==> src/rtl/hash_job_ctrl_pkg.sv <==
// Shared types and constants for the hashing-pipeline job controller.
package hash_job_ctrl_pkg;

    typedef enum logic [1:0] {
        S_IDLE  = 2'd0,
        S_RUN   = 2'd1,
        S_DONE  = 2'd2,
        S_CLEAR = 2'd3
    } state_e;

    localparam int unsigned JOB_BYTES     = 13;
    localparam int unsigned PAYLOAD_BYTES = JOB_BYTES - 1;
    localparam int unsigned HASH_W        = 24;
    localparam int unsigned NONCE_W       = 32;

    localparam logic [HASH_W-1:0] HASH_NONE = 24'hffffff;

endpackage

==> src/rtl/hash_job_ctrl_job_byte_loader.sv <==
// Collects the 13-byte job (12 payload bytes MSB-first, then target) from a valid/ready stream.
module hash_job_ctrl_job_byte_loader
    import hash_job_ctrl_pkg::*;
(
    input  logic                       clk,
    input  logic                       rst_n,
    input  logic                       enable,
    input  logic                       in_valid,
    input  logic [7:0]                 in_byte,
    output logic                       in_ready,
    output logic [PAYLOAD_BYTES*8-1:0] payload,
    output logic [7:0]                 target,
    output logic                       job_loaded
);

    logic                       live_q;
    logic                       loaded_q;
    logic [3:0]                 byte_cnt_q;
    logic [PAYLOAD_BYTES*8-1:0] payload_q;
    logic [7:0]                 target_q;
    logic                       accept;

    // live_q keeps in_ready low while reset is held and for the release cycle;
    // loaded_q blocks bytes in the hand-off cycle before the FSM leaves IDLE.
    assign in_ready   = live_q & enable & ~loaded_q;
    assign accept     = in_valid & in_ready;
    assign payload    = payload_q;
    assign target     = target_q;
    assign job_loaded = loaded_q;

    always_ff @(posedge clk or negedge rst_n) begin
        if (!rst_n) begin
            live_q     <= 1'b0;
            loaded_q   <= 1'b0;
            byte_cnt_q <= 4'd0;
            payload_q  <= '0;
            target_q   <= 8'd0;
        end else begin
            live_q   <= 1'b1;
            loaded_q <= 1'b0;
            if (accept) begin
                if (byte_cnt_q == 4'(JOB_BYTES - 1)) begin
                    target_q   <= in_byte;
                    byte_cnt_q <= 4'd0;
                    loaded_q   <= 1'b1;
                end else begin
                    for (int i = 0; i < int'(PAYLOAD_BYTES); i++) begin
                        if (byte_cnt_q == 4'(i)) begin
                            payload_q[PAYLOAD_BYTES*8-1-8*i -: 8] <= in_byte;
                        end
                    end
                    byte_cnt_q <= byte_cnt_q + 4'd1;
                end
            end
        end
    end

endmodule

==> src/rtl/hash_job_ctrl.sv <==
// Job loader / result collector wrapped around the hasher: load, run with timeout, report, clear.
module hash_job_ctrl
    import hash_job_ctrl_pkg::*;
#(
    parameter int unsigned MAX_CYCLES    = 2000,
    parameter int unsigned IGNORE_CYCLES = 2,
    parameter int unsigned CYC_W         = 32
) (
    input  logic                       clk,
    input  logic                       rst_n,
    input  logic                       in_valid,
    output logic                       in_ready,
    input  logic [7:0]                 in_byte,
    output logic                       job_active,
    output logic [PAYLOAD_BYTES*8-1:0] job_payload,
    output logic [7:0]                 job_target,
    input  logic                       hash_done,
    input  logic [NONCE_W-1:0]         hash_nonce,
    input  logic [HASH_W-1:0]          hash_value,
    output logic                       res_valid,
    input  logic                       res_ready,
    output logic                       res_found,
    output logic [NONCE_W-1:0]         res_nonce,
    output logic [HASH_W-1:0]          res_hash,
    output logic [CYC_W-1:0]           res_cycles,
    output logic                       busy
);

    state_e               state_q, state_d;
    logic [CYC_W-1:0]     cyc_q, cyc_d, cyc_inc;
    logic                 found_q, found_d;
    logic [NONCE_W-1:0]   nonce_q, nonce_d;
    logic [HASH_W-1:0]    hash_q, hash_d;
    logic [CYC_W-1:0]     cycles_q, cycles_d;
    logic                 job_loaded;

    hash_job_ctrl_job_byte_loader u_loader (
        .clk        (clk),
        .rst_n      (rst_n),
        .enable     (state_q == S_IDLE),
        .in_valid   (in_valid),
        .in_byte    (in_byte),
        .in_ready   (in_ready),
        .payload    (job_payload),
        .target     (job_target),
        .job_loaded (job_loaded)
    );

    always_comb begin
        state_d  = state_q;
        cyc_d    = cyc_q;
        found_d  = found_q;
        nonce_d  = nonce_q;
        hash_d   = hash_q;
        cycles_d = cycles_q;
        cyc_inc  = (&cyc_q) ? cyc_q : cyc_q + CYC_W'(1);

        case (state_q)
            S_IDLE: begin
                if (job_loaded) begin
                    cyc_d   = '0;
                    state_d = S_RUN;
                end
            end
            S_RUN: begin
                // cyc_inc is the 1-based index of the current RUN cycle.
                cyc_d = cyc_inc;
                if (hash_done && (cyc_inc > CYC_W'(IGNORE_CYCLES))) begin
                    found_d  = 1'b1;
                    nonce_d  = hash_nonce;
                    hash_d   = hash_value;
                    cycles_d = cyc_inc;
                    state_d  = S_DONE;
                end else if (cyc_inc >= CYC_W'(MAX_CYCLES)) begin
                    found_d  = 1'b0;
                    nonce_d  = '0;
                    hash_d   = HASH_NONE;
                    cycles_d = cyc_inc;
                    state_d  = S_DONE;
                end
            end
            S_DONE: begin
                if (res_ready) begin
                    state_d = S_CLEAR;
                end
            end
            S_CLEAR: begin
                state_d = S_IDLE;
            end
            default: begin
                state_d = S_IDLE;
            end
        endcase
    end

    always_ff @(posedge clk or negedge rst_n) begin
        if (!rst_n) begin
            state_q  <= S_IDLE;
            cyc_q    <= '0;
            found_q  <= 1'b0;
            nonce_q  <= '0;
            hash_q   <= HASH_NONE;
            cycles_q <= '0;
        end else begin
            state_q  <= state_d;
            cyc_q    <= cyc_d;
            found_q  <= found_d;
            nonce_q  <= nonce_d;
            hash_q   <= hash_d;
            cycles_q <= cycles_d;
        end
    end

    // DONE keeps the hasher active so its latched outputs stay put; CLEAR drops it for one cycle.
    assign job_active = (state_q == S_RUN) || (state_q == S_DONE);
    assign res_valid  = (state_q == S_DONE);
    assign busy       = (state_q != S_IDLE);
    assign res_found  = found_q;
    assign res_nonce  = nonce_q;
    assign res_hash   = hash_q;
    assign res_cycles = cycles_q;

endmodule
==> config.mk <==
export PLATFORM = sky130hd
export DESIGN_NAME = hash_job_ctrl
export DESIGN_NICKNAME = d
export VERILOG_FILES = /design/src/rtl/hash_job_ctrl_pkg.sv /design/src/rtl/hash_job_ctrl_job_byte_loader.sv /design/src/rtl/hash_job_ctrl.sv
export SDC_FILE = /design/constraint.sdc
export NUM_CORES = 1
export LEC_CHECK = 0
export BUFFER_PORTS_ARGS = -buffer_cell sky130_fd_sc_hd__buf_4
export CAP_MARGIN = 5
export CORE_ASPECT_RATIO = 0.5
export CORE_MARGIN = 2
export CORE_UTILIZATION = 57
export DETAILED_ROUTE_END_ITERATION = 8
export PLACE_DENSITY = 0.85
export SYNTH_ARGS = -nofsm -noshare
export SYNTH_HDL_FRONTEND = slang
export SYNTH_SLANG_ARGS = --single-unit
==> constraint.sdc <==
create_clock -name clk -period 6.5 [get_ports clk]
set_clock_uncertainty 0.1 [all_clocks]
set_input_delay 0.65 -clock clk [delete_from_list [all_inputs] [get_ports clk]]
set_output_delay 0.65 -clock clk [all_outputs]
set_load 0.005 [all_outputs]
== Word level (Yosys, flattened, before mapping) ==
Index checks and enable logic that the tools add are counted.

* Output and inout bits: 197
* Memory bits (read-only): 0
* Latch bits: 0
* Memories kept: 0
* Memory bits (writable): 0
* Flip-flop bits (word level): 233
* Word-level logic and storage cells: 92

* Multiply operators: 0
* Divide/modulo/power cells: 0
* Order comparisons: 2
* Mux-type cells: 19
* Bitwise operators: 5
* Shift operators: 0
* Equality and inequality tests: 18
* Add/sub/neg operators: 2
* Reductions and logical operators: 24

{| class="wikitable"
|+ Operators with widths
! cell !! count
|-
| two-way mux 32 bit || 6
|-
| one-hot mux 32 bit (2 select lines) || 1
|-
| two-way mux 24 bit || 2
|-
| AND reduction 3 bit || 13
|-
| adder 32 x 1 -> 32 bit, second input constant || 1
|-
| >= comparator 32 x 11 -> 1 bit, second input constant || 1
|-
| > comparator 32 x 2 -> 1 bit, second input constant || 1
|-
| AND reduction 32 bit || 1
|-
| equality test 4 bit, second input constant || 5
|-
| equality test 4 x 3 -> 1 bit, second input constant || 4
|-
| equality test 4 x 2 -> 1 bit, second input constant || 2
|-
| two-way mux 2 bit || 4
|-
| one-hot mux 2 bit (4 select lines) || 1
|-
| AND reduction 2 bit || 3
|-
| nonzero test 2 bit || 3
|-
| adder 4 x 1 -> 4 bit, second input constant || 1
|-
| equality test 2 bit, second input constant || 2
|-
| equality test 4 x 1 -> 1 bit, second input constant || 1
|-
| zero test 4 bit || 1
|-
| two-way mux 1 bit || 4
|-
| two-way mux 4 bit || 1
|-
| bitwise AND 1 bit || 3
|-
| inequality test 3 bit, second input constant || 1
|-
| equality test 2 x 1 -> 1 bit, second input constant || 1
|-
| other kinds (6) || 7
|}

== Logic depth before layout (Yosys ltp) ==
Gate-level depths: netlist of the first run.

* Word-level depth: 6
* Mapped depth: 12

== Hierarchy ==
From an unflattened synthesis of the first run, not the netlist that was laid out.

* Cells, all modules: 881
* Area total of the unflattened synthesis: 10,516.3 um2

{| class="wikitable"
|+ Modules (own cells, without submodules)
! module !! cells each !! sequential area each (um2) !! area each (um2) !! instances
|-
| hash_job_ctrl || 610 || 3,108.0 || 6,158.4 || 1
|-
| hash_job_ctrl_job_byte_loader || 271 || 2,752.6 || 4,357.9 || 1
|}

== Worst setup path after synthesis of the first run ==
No wires, ideal clock.

* Kind: register to register
* Start: register cyc_q[13]
* End: register nonce_q[10] (netlist: res_nonce[10])
* Cell stages (with the launch flop): 11
* Buffers on the path: 2
* Arrival: 3,135 ps
* Slack: 3,144 ps
* Setup time: 121 ps
* Path through: dfrtp_1 > buf_6 > nand3_1 > or4_2 > nor3_1 > mux2i_1 > nand4b_2 > or3_4 > o311a_4 > buf_6 > a22o_1

* Cells in the longest elaborated chain, start to end: 6
* Elaborated cells between the ends (all ways): 9
* Classes of those cells: add/sub: 1; order compare: 2; mux: 2; reduce/logical: 4

{| class="wikitable"
|+ Ends and longest elaborated chain
! element !! RTL line !! RTL
|-
| start, declared || hash_job_ctrl.sv:30 || <nowiki>logic [CYC_W-1:0] cyc_q, cyc_d, cyc_inc;</nowiki>
|-
| start signal, assigned || hash_job_ctrl.sv:106 || <nowiki>cyc_q <= cyc_d;</nowiki>
|-
| adder 32 x 1 -> 32 bit / AND reduction 32 bit (equally long branches) || hash_job_ctrl.sv:56 || <nowiki>cyc_inc = (&cyc_q) ? cyc_q : cyc_q + CYC_W'(1);</nowiki>
|-
| two-way mux 32 bit (*) || hash_job_ctrl.sv:56 ||
|-
| > comparator 32 x 2 -> 1 bit || hash_job_ctrl.sv:68 || <nowiki>if (hash_done && (cyc_inc > CYC_W'(IGNORE_CYCLES))) begin</nowiki>
|-
| logical AND 1 bit || hash_job_ctrl.sv:68 ||
|-
| nonzero test 2 bit (no line) || - ||
|-
| AND reduction 2 bit (no line) || - ||
|-
| end signal, assigned || hash_job_ctrl.sv:108 || <nowiki>nonce_q <= nonce_d;</nowiki>
|-
| end, declared || hash_job_ctrl.sv:32 || <nowiki>logic [NONCE_W-1:0] nonce_q, nonce_d;</nowiki>
|}

Every way passes the cells marked *; elsewhere a longest branch is shown, timed or not.
A chain may end at the register's enable or synchronous reset.

== Final worst setup path of the first run ==
* Start: register cyc_q[0]
* End: register nonce_q[11] (netlist: res_nonce[11])

The elaborated chain is that of the path after synthesis.

==> metrics.txt, run 1 <==
status complete, no violations; Mean Syn Cell Area approximately 12 um^2; worst hold-check path type in2async; Fin Setup TNS 0 ns; crit path from cyc_q[0]$_DFFE_PN0P_; FF+latch count, synth roughly 230; Die Area approximately 20,000 um^2; vias per cell between 5 and 6; Fin. Hold Viols 0; largest net degree at the start of global routing 93; Final Setup Violations 0; Final Util 0.725; antenna-violating nets left 0; Slew @ Worst Pin between 1 and 1.5 ns; initial antenna violation count 0; Pwr Total around 5.5 mW; Syn. warnings 0; CP cell instances ha_1 -> and3_1 -> nand2_2 -> nor4_4 -> nor3_1 -> mux2i_1 -> nor3_2 -> a31o_1 -> buf_4 -> a22o_1; reg2reg setup slack approximately 2.1 ns; CTS HTree Levels 1; fin crit share 0.677; CP max stage delay between 0.8 and 0.9 ns; fraction of layout cells with a size suffix above 1 0.416; Req. time, crit path 6.86 ns; syn nets 947; GRT Total Usage 0.280; gp weighted congestion roughly 0.9; Slew Viols, Final 0; Antenna diodes 0; RR Endpoint res_nonce[11]$_DFFE_PN0P_; initial cell density of the core 0.580; ys flop type dfrtp_1; routed len/inst ~21 um; Slew headroom 0.235; die height roughly 100 um; filler instances ~1,300; Worst Path Max Fanout 38; FF-to-FF path depth 10; Die W approximately 200 um; Fmax roughly 230 MHz; RSZ-0062 raised after global routing false; number of flops mapped to enable cells by yosys 0; synthesis-to-layout area growth 25.1%; nets about 1,200; Max Root-Sink Buffers 3; drt initial violations between 400 and 500; Post-Syn Instances between 800 and 900; Remaining Overflow, GRT 0; Peak VDD IR 0.312 mV; postcts setup bufs 0; cell family with most CP delay simple AND/OR/NAND/NOR gates; post-cts sizing count 0; Core Region 18,300 um^2; Critical Path AT around 4.8 ns; crit path time final 4.40 ns; reg-to-reg startpoint cyc_q[0]$_DFFE_PN0P_; row count 35; number of primary I/O pins about 270; WS Path Type reg2reg; sequential area share after synthesis 0.551; Remaining DRCs 0; Leak 6.45 nW; PortBufs roughly 270; synthesized area about 11,000 um^2; clock buffer count from CTS 22; post-detail-place hpwl 19,300 um; WL final ~28,000 um; Bufs and invs on worst path 1; Reg clk slew, reported paths approximately 0.070 ns; power per cell area roughly 420 nW/um^2; CP endpoint kind flip-flop; Max Cap Viol 0; Synth cell types 72; vias in the first global route 8,017; crit start category flip-flop; post-route cell area roughly 13,000 um^2; Post-CTS Hold Buffers 0; first-pass GRT wire length 43,400 um; clk_lat worst skew ~0.54 ns; Vias 7,927; root buf cell clkbuf_16; CTS Sinks about 230; TritonCTS clock tree done; drt first pass iters 5; Critical-path top delay cell nor4_4; Post-DP Area 12,600 um^2; Synth async-reset ratio 1.00
## logic make-up (layout without fill, tap and decap cells)
family                     after synthesis  in the layout  synth area share
and+or+nand+nor                        235            235             0.123
buffers and inverters                   74            321            0.0453
DFF                                    233            233             0.551
adders and majority gates                8              8           0.00941
AOI/OAI and AO/OA                      175            175             0.126
xor gates and xnor gates                29             29            0.0246
other                                    1              1          0.000353
muxes                                  115            115             0.121
## worst max path at each step
stage	slack [ns]	cells after the start	to
floorplan	3.14	10	res_nonce[10]$_DFFE_PN0P_
global placement	2.31	8	res_cycles[6]$_DFFE_PN0P_
detailed placement	2.18	10	res_nonce[21]$_DFFE_PN0P_
CTS	2.14	10	res_nonce[11]$_DFFE_PN0P_
global route	1.75	10	res_nonce[5]$_DFFE_PN0P_
finish	2.10	10	res_nonce[11]$_DFFE_PN0P_
## cell usage after synthesis, types with 15 or more instances
cell      instances  area share
dfrtp_1         209        0.49
mux2_2          105        0.11
nand2_1          79       0.028
a22o_1           44       0.036
nor2_1           42       0.015
o21ai_0          42       0.020
clkbuf_1         26      0.0092
o22a_1           25       0.021
dfstp_2          24       0.059
nand3_1          22       0.010
xor2_1           16       0.013
nor3_1           15      0.0071
## cell usage in the layout (no fill, tap or decap), types with 4 or more instances in the layout
| cell | instances |
|---|---|
| a211oi_1 | 4 |
| a21o_1 | 7 |
| a21oi_1 | 13 |
| a22o_1 | 44 |
| a31oi_1 | 4 |
| and2_1 | 12 |
| and3_1 | 11 |
| and4_1 | 4 |
| buf_4 | 269 |
| clkbuf_1 | 4 |
| clkbuf_16 | 23 |
| clkbuf_8 | 6 |
| dfrtp_1 | 209 |
| dfstp_2 | 24 |
| ha_1 | 8 |
| inv_1 | 13 |
| mux2_1 | 4 |
| mux2_2 | 105 |
| mux2i_1 | 5 |
| nand2_1 | 79 |
| nand3_1 | 22 |
| nand4_1 | 9 |
| nor2_1 | 41 |
| nor3_1 | 15 |
| nor4_1 | 4 |
| nor4_4 | 4 |
| o21ai_0 | 41 |
| o22a_1 | 25 |
| o2bb2ai_1 | 8 |
| o31ai_1 | 7 |
| or3_1 | 4 |
| xnor2_1 | 12 |
| xor2_1 | 16 |
## layout make-up
cell class	count	area (um^2)	share of cell area
clock buffers	33	673	0.0506
well taps	240	300	0.0226
multi-input cells	563	4310	0.324
clock inverters	5	82.6	0.00621
flip-flops and latches	233	5860	0.440
repair buffers	270	2030	0.153
inverters	13	48.8	0.00367
## stage by stage
| stage | hold WS, ns | std cells | setup WS (ns) |
|---|---|---|---|
| floorplan | 0.254 | 870 | 3.14 |
| global placement | 0.363 | 1319 | 2.31 |
| detailed placement | 0.364 | 1319 | 2.18 |
| CTS | 0.0489 | 1357 | 2.14 |
| global route | 0.0532 | 1357 | 1.75 |
| finish | 0.0251 | 1357 | 2.10 |
## routing by layer
layer | share of wire | vias up | routed length, um | track usage
li1 | - | 3604 | - | -
met1 | 0.43 | 4035 | 12100 | 0.382
met2 | 0.48 | 239 | 13500 | 0.453
met3 | 0.062 | 49 | 1720 | 0.0679
met4 | 0.021 | 0 | 588 | 0.0781
met5 | 0 | - | 0 | 0
## registers in the layout, indices dropped and copies added (netlist names)
signal,flops
u_loader.payload,96
cyc_q,32
res_cycles,32
res_nonce,32
res_hash,24
u_loader.target,8
u_loader.byte_cnt_q,4
state_q,2
res_found,1
u_loader.job_loaded,1
u_loader.live_q,1
## where the power goes
| group | internal (mW) | total [mW] | switching [mW] |
|---|---|---|---|
| combinational | 1.09 | 1.90 | 0.815 |
| clock | 0.764 | 1.34 | 0.574 |
| sequential | 1.99 | 2.31 | 0.313 |
Power figures use the tool's default switching activity.
==> inputs of run 2 (changes only) <==
--- a/config.mk
+++ b/config.mk
@@ -5,13 +5,14 @@
 export SDC_FILE = /design/constraint.sdc
 export NUM_CORES = 1
 export LEC_CHECK = 0
+export ABC_AREA = 1
 export BUFFER_PORTS_ARGS = -buffer_cell sky130_fd_sc_hd__buf_4
 export CAP_MARGIN = 5
 export CORE_ASPECT_RATIO = 0.5
 export CORE_MARGIN = 2
-export CORE_UTILIZATION = 57
+export CORE_UTILIZATION = 53
 export DETAILED_ROUTE_END_ITERATION = 8
-export PLACE_DENSITY = 0.85
+export PLACE_DENSITY = 0.8
 export SYNTH_ARGS = -nofsm -noshare
 export SYNTH_HDL_FRONTEND = slang
 export SYNTH_SLANG_ARGS = --single-unit
==> constraint.sdc (replaced) <==
create_clock -name clk -period 4.5 [get_ports clk]
set_clock_uncertainty 0.1 [all_clocks]
set_input_delay 0.45 -clock clk [delete_from_list [all_inputs] [get_ports clk]]
set_output_delay 0.45 -clock clk [all_outputs]
set_load 0.005 [all_outputs]
==> metrics.txt, run 2 <==
CTS Sinks between 200 and 250; reg2reg setup slack between 0.7 and 0.8 ns; Setup WS post-layout ~0.77 ns; antenna-violating nets left 0; Die Area approximately 20,000 um^2; Max Cap Viol 0; Pwr Total 8.08 mW; Critical-path top delay cell dfrtp_1; Final Setup Violations 0; most frequent cell after synthesis nand2_1; Bufs and invs on worst path 3; Fin. Hold Viols 16; Synth cell types 33; WHS -0.0612 ns; largest net degree at the start of global routing 137; CP endpoint kind flip-flop; first-pass GRT wire length around 45,000 um; Largest register FFs 96; number of primary I/O pins 266; number of flops mapped to enable cells by yosys 0; drt first pass iters 7; root buf cell clkbuf_16; Critical Path AT between 4 and 5 ns; Slew Viols, Final 0; fin crit share 0.829; synthesized area 10,200 um^2; post-cts sizing count 0; clk_lat worst skew 0.51 ns; sequential area share after synthesis 0.576; nets around 1,500; commonest non-fill, non-tap cell in the layout buf_4; syn nets between 1,000 and 1,500; fraction of layout cells with a size suffix above 1 0.268; Syn. warnings 0; failing checks hold timing; initial antenna violation count 0; synthesis-to-layout area growth 28.4%; pre-CTS WS roughly 0.90 ns; Fmax approximately 270 MHz; filler instances ~1,400; Die W about 200 um; TritonCTS clock tree done; postcts setup bufs 0; Fin Setup TNS 0 ns; Mean Syn Cell Area 8.67 um^2; GRT Total Usage 0.285; Antenna diodes 0; PortBufs about 270; Synth top area share 0.514; Post-CTS Hold Buffers 0; WL final 28,800 um; cell family with most CP delay simple AND/OR/NAND/NOR gates; area leader, netlist dfrtp_1; crit path time final roughly 3.7 ns; vias in the first global route 8,557; WS Path Type reg2reg; die height between 100 and 150 um; power per cell area ~600 nW/um^2; Reg clk slew, reported paths approximately 0.070 ns; vias per cell around 5.3; CTS HTree Levels 1; Leak 6.70 nW; row count 35; CP most frequent cell nand2_1; ys flop type dfrtp_1; post-detail-place hpwl slightly above 20,000 um; synth top area cells dfrtp_1 (51%), nand2_1 (9.6%), dfstp_2 (6.2%); routed len/inst 17.0 um; drt initial violations between 700 and 800; Remaining Overflow, GRT 0; FF+latch count, synth about 230; Req. time, crit path roughly 4.8 ns; gp weighted congestion between 0.9 and 1; Core Region 18,600 um^2; Max Root-Sink Buffers 3; initial cell density of the core 0.547; Remaining DRCs 0; Peak VDD IR around 0.37 mV; CP max stage delay 0.48 ns; most frequent cells in the layout buf_4 (272), nand2_1 (261), dfrtp_1 (209), inv_1 (140), nor2_1 (137); RSZ-0062 raised after global routing false; crit start category flip-flop; worst hold-check path type in2async; Worst Path Max Fanout 43; Slew headroom 0.294; clock buffer count from CTS 21; status complete, but fails checks; Vias about 9,000; Synth async-reset ratio 1.00; CP cell instances ha_1 -> inv_2 -> nor2_4 -> nand2_4 -> nor2_8 -> nand2_4 -> inv_2 -> nor2_1 -> nand3_1 -> nor2_1 -> nand2_1 -> nor2_1 -> nand3_1 -> nand2_1 -> nand2_1 -> nand2_4 -> buf_4 -> nand2_1 -> o21ai_1; Slew @ Worst Pin 1.06 ns; Post-Syn Instances 1,174; Post-synth top cells nand2_1 (261), dfrtp_1 (209), inv_1 (140)
==> run 2: final cells by class <==
type                    instances  area [um^2]  area share
flip-flops and latches        233         5860       0.449
multi-input cells             745         3500       0.268
repair buffers                274         2080       0.159
clock buffers                  30          629      0.0482
inverters                     147          552      0.0422
well taps                     259          324      0.0248
clock inverters                 6          113     0.00862
==> run 2: metrics by stage <==
| stage | area, um^2 | hold slack [ns] | utilization | std cells |
|---|---|---|---|---|
| 2_1_floorplan | 10200 | 0.0544 | - | 1174 |
| 3_3_place_gp | 12300 | 0.350 | 0.662 | 1658 |
| 3_5_place_dp | 12300 | 0.354 | 0.662 | 1658 |
| 4_1_cts | 13100 | 0.0163 | 0.702 | 1694 |
| 5_1_grt | 13100 | 0.0531 | 0.702 | 1694 |
| 6_report | 13100 | -0.0612 | 0.702 | 1694 |
==> run 2: worst register-to-register path: cells and delay by family, from the launching register on <==
kind            cells  cell delay, ns
simple gates       14            2.01
buf+inv             3            0.63
flops               1            0.48
fa+ha+maj           1            0.34
compound gates      1            0.09
==> run 2: path summary, 6_finish.rpt <==
kind | startpoint | endpoint | depth (start not counted)
min in group clk | hash_value[23] | res_hash[23]$_DFFE_PN1P_ | 3
hold reg to reg | res_hash[2]$_DFFE_PN1P_ | res_hash[2]$_DFFE_PN1P_ | 2
max in group asynchronous | rst_n | res_hash[10]$_DFFE_PN1P_ | 2
hold / removal | rst_n | u_loader.payload[7]$_DFFE_PN0P_ | 1
setup reg to reg | cyc_q[0]$_DFFE_PN0P_ | res_cycles[26]$_DFFE_PN0P_ | 19
setup / recovery | cyc_q[0]$_DFFE_PN0P_ | res_cycles[26]$_DFFE_PN0P_ | 19
==> run 2: power breakdown <==
group	leakage, nW	switching (mW)	internal, mW
Clock	0.366	0.791	1.15
Sequential	3.00	0.485	2.90
Combinational	3.33	1.38	1.38
==> run 2: cell families after synthesis <==
group	synth area share
AND/OR/NAND/NOR	0.204
flip-flops	0.576
AO/OA/AOI/OAI	0.124
buffers and inverters	0.0814
adder cells (fa/ha/maj)	0.00984
XOR/XNOR	0.00430
other	0.000369
==> run 2: metal layers <==
layer  GRT usage  wire [um]  up-vias
li1            -          -     4229
met1       0.378      12100     4375
met2       0.482      14100      309
met3      0.0624       2050       51
met4      0.0741        648        0
met5           0          0        -
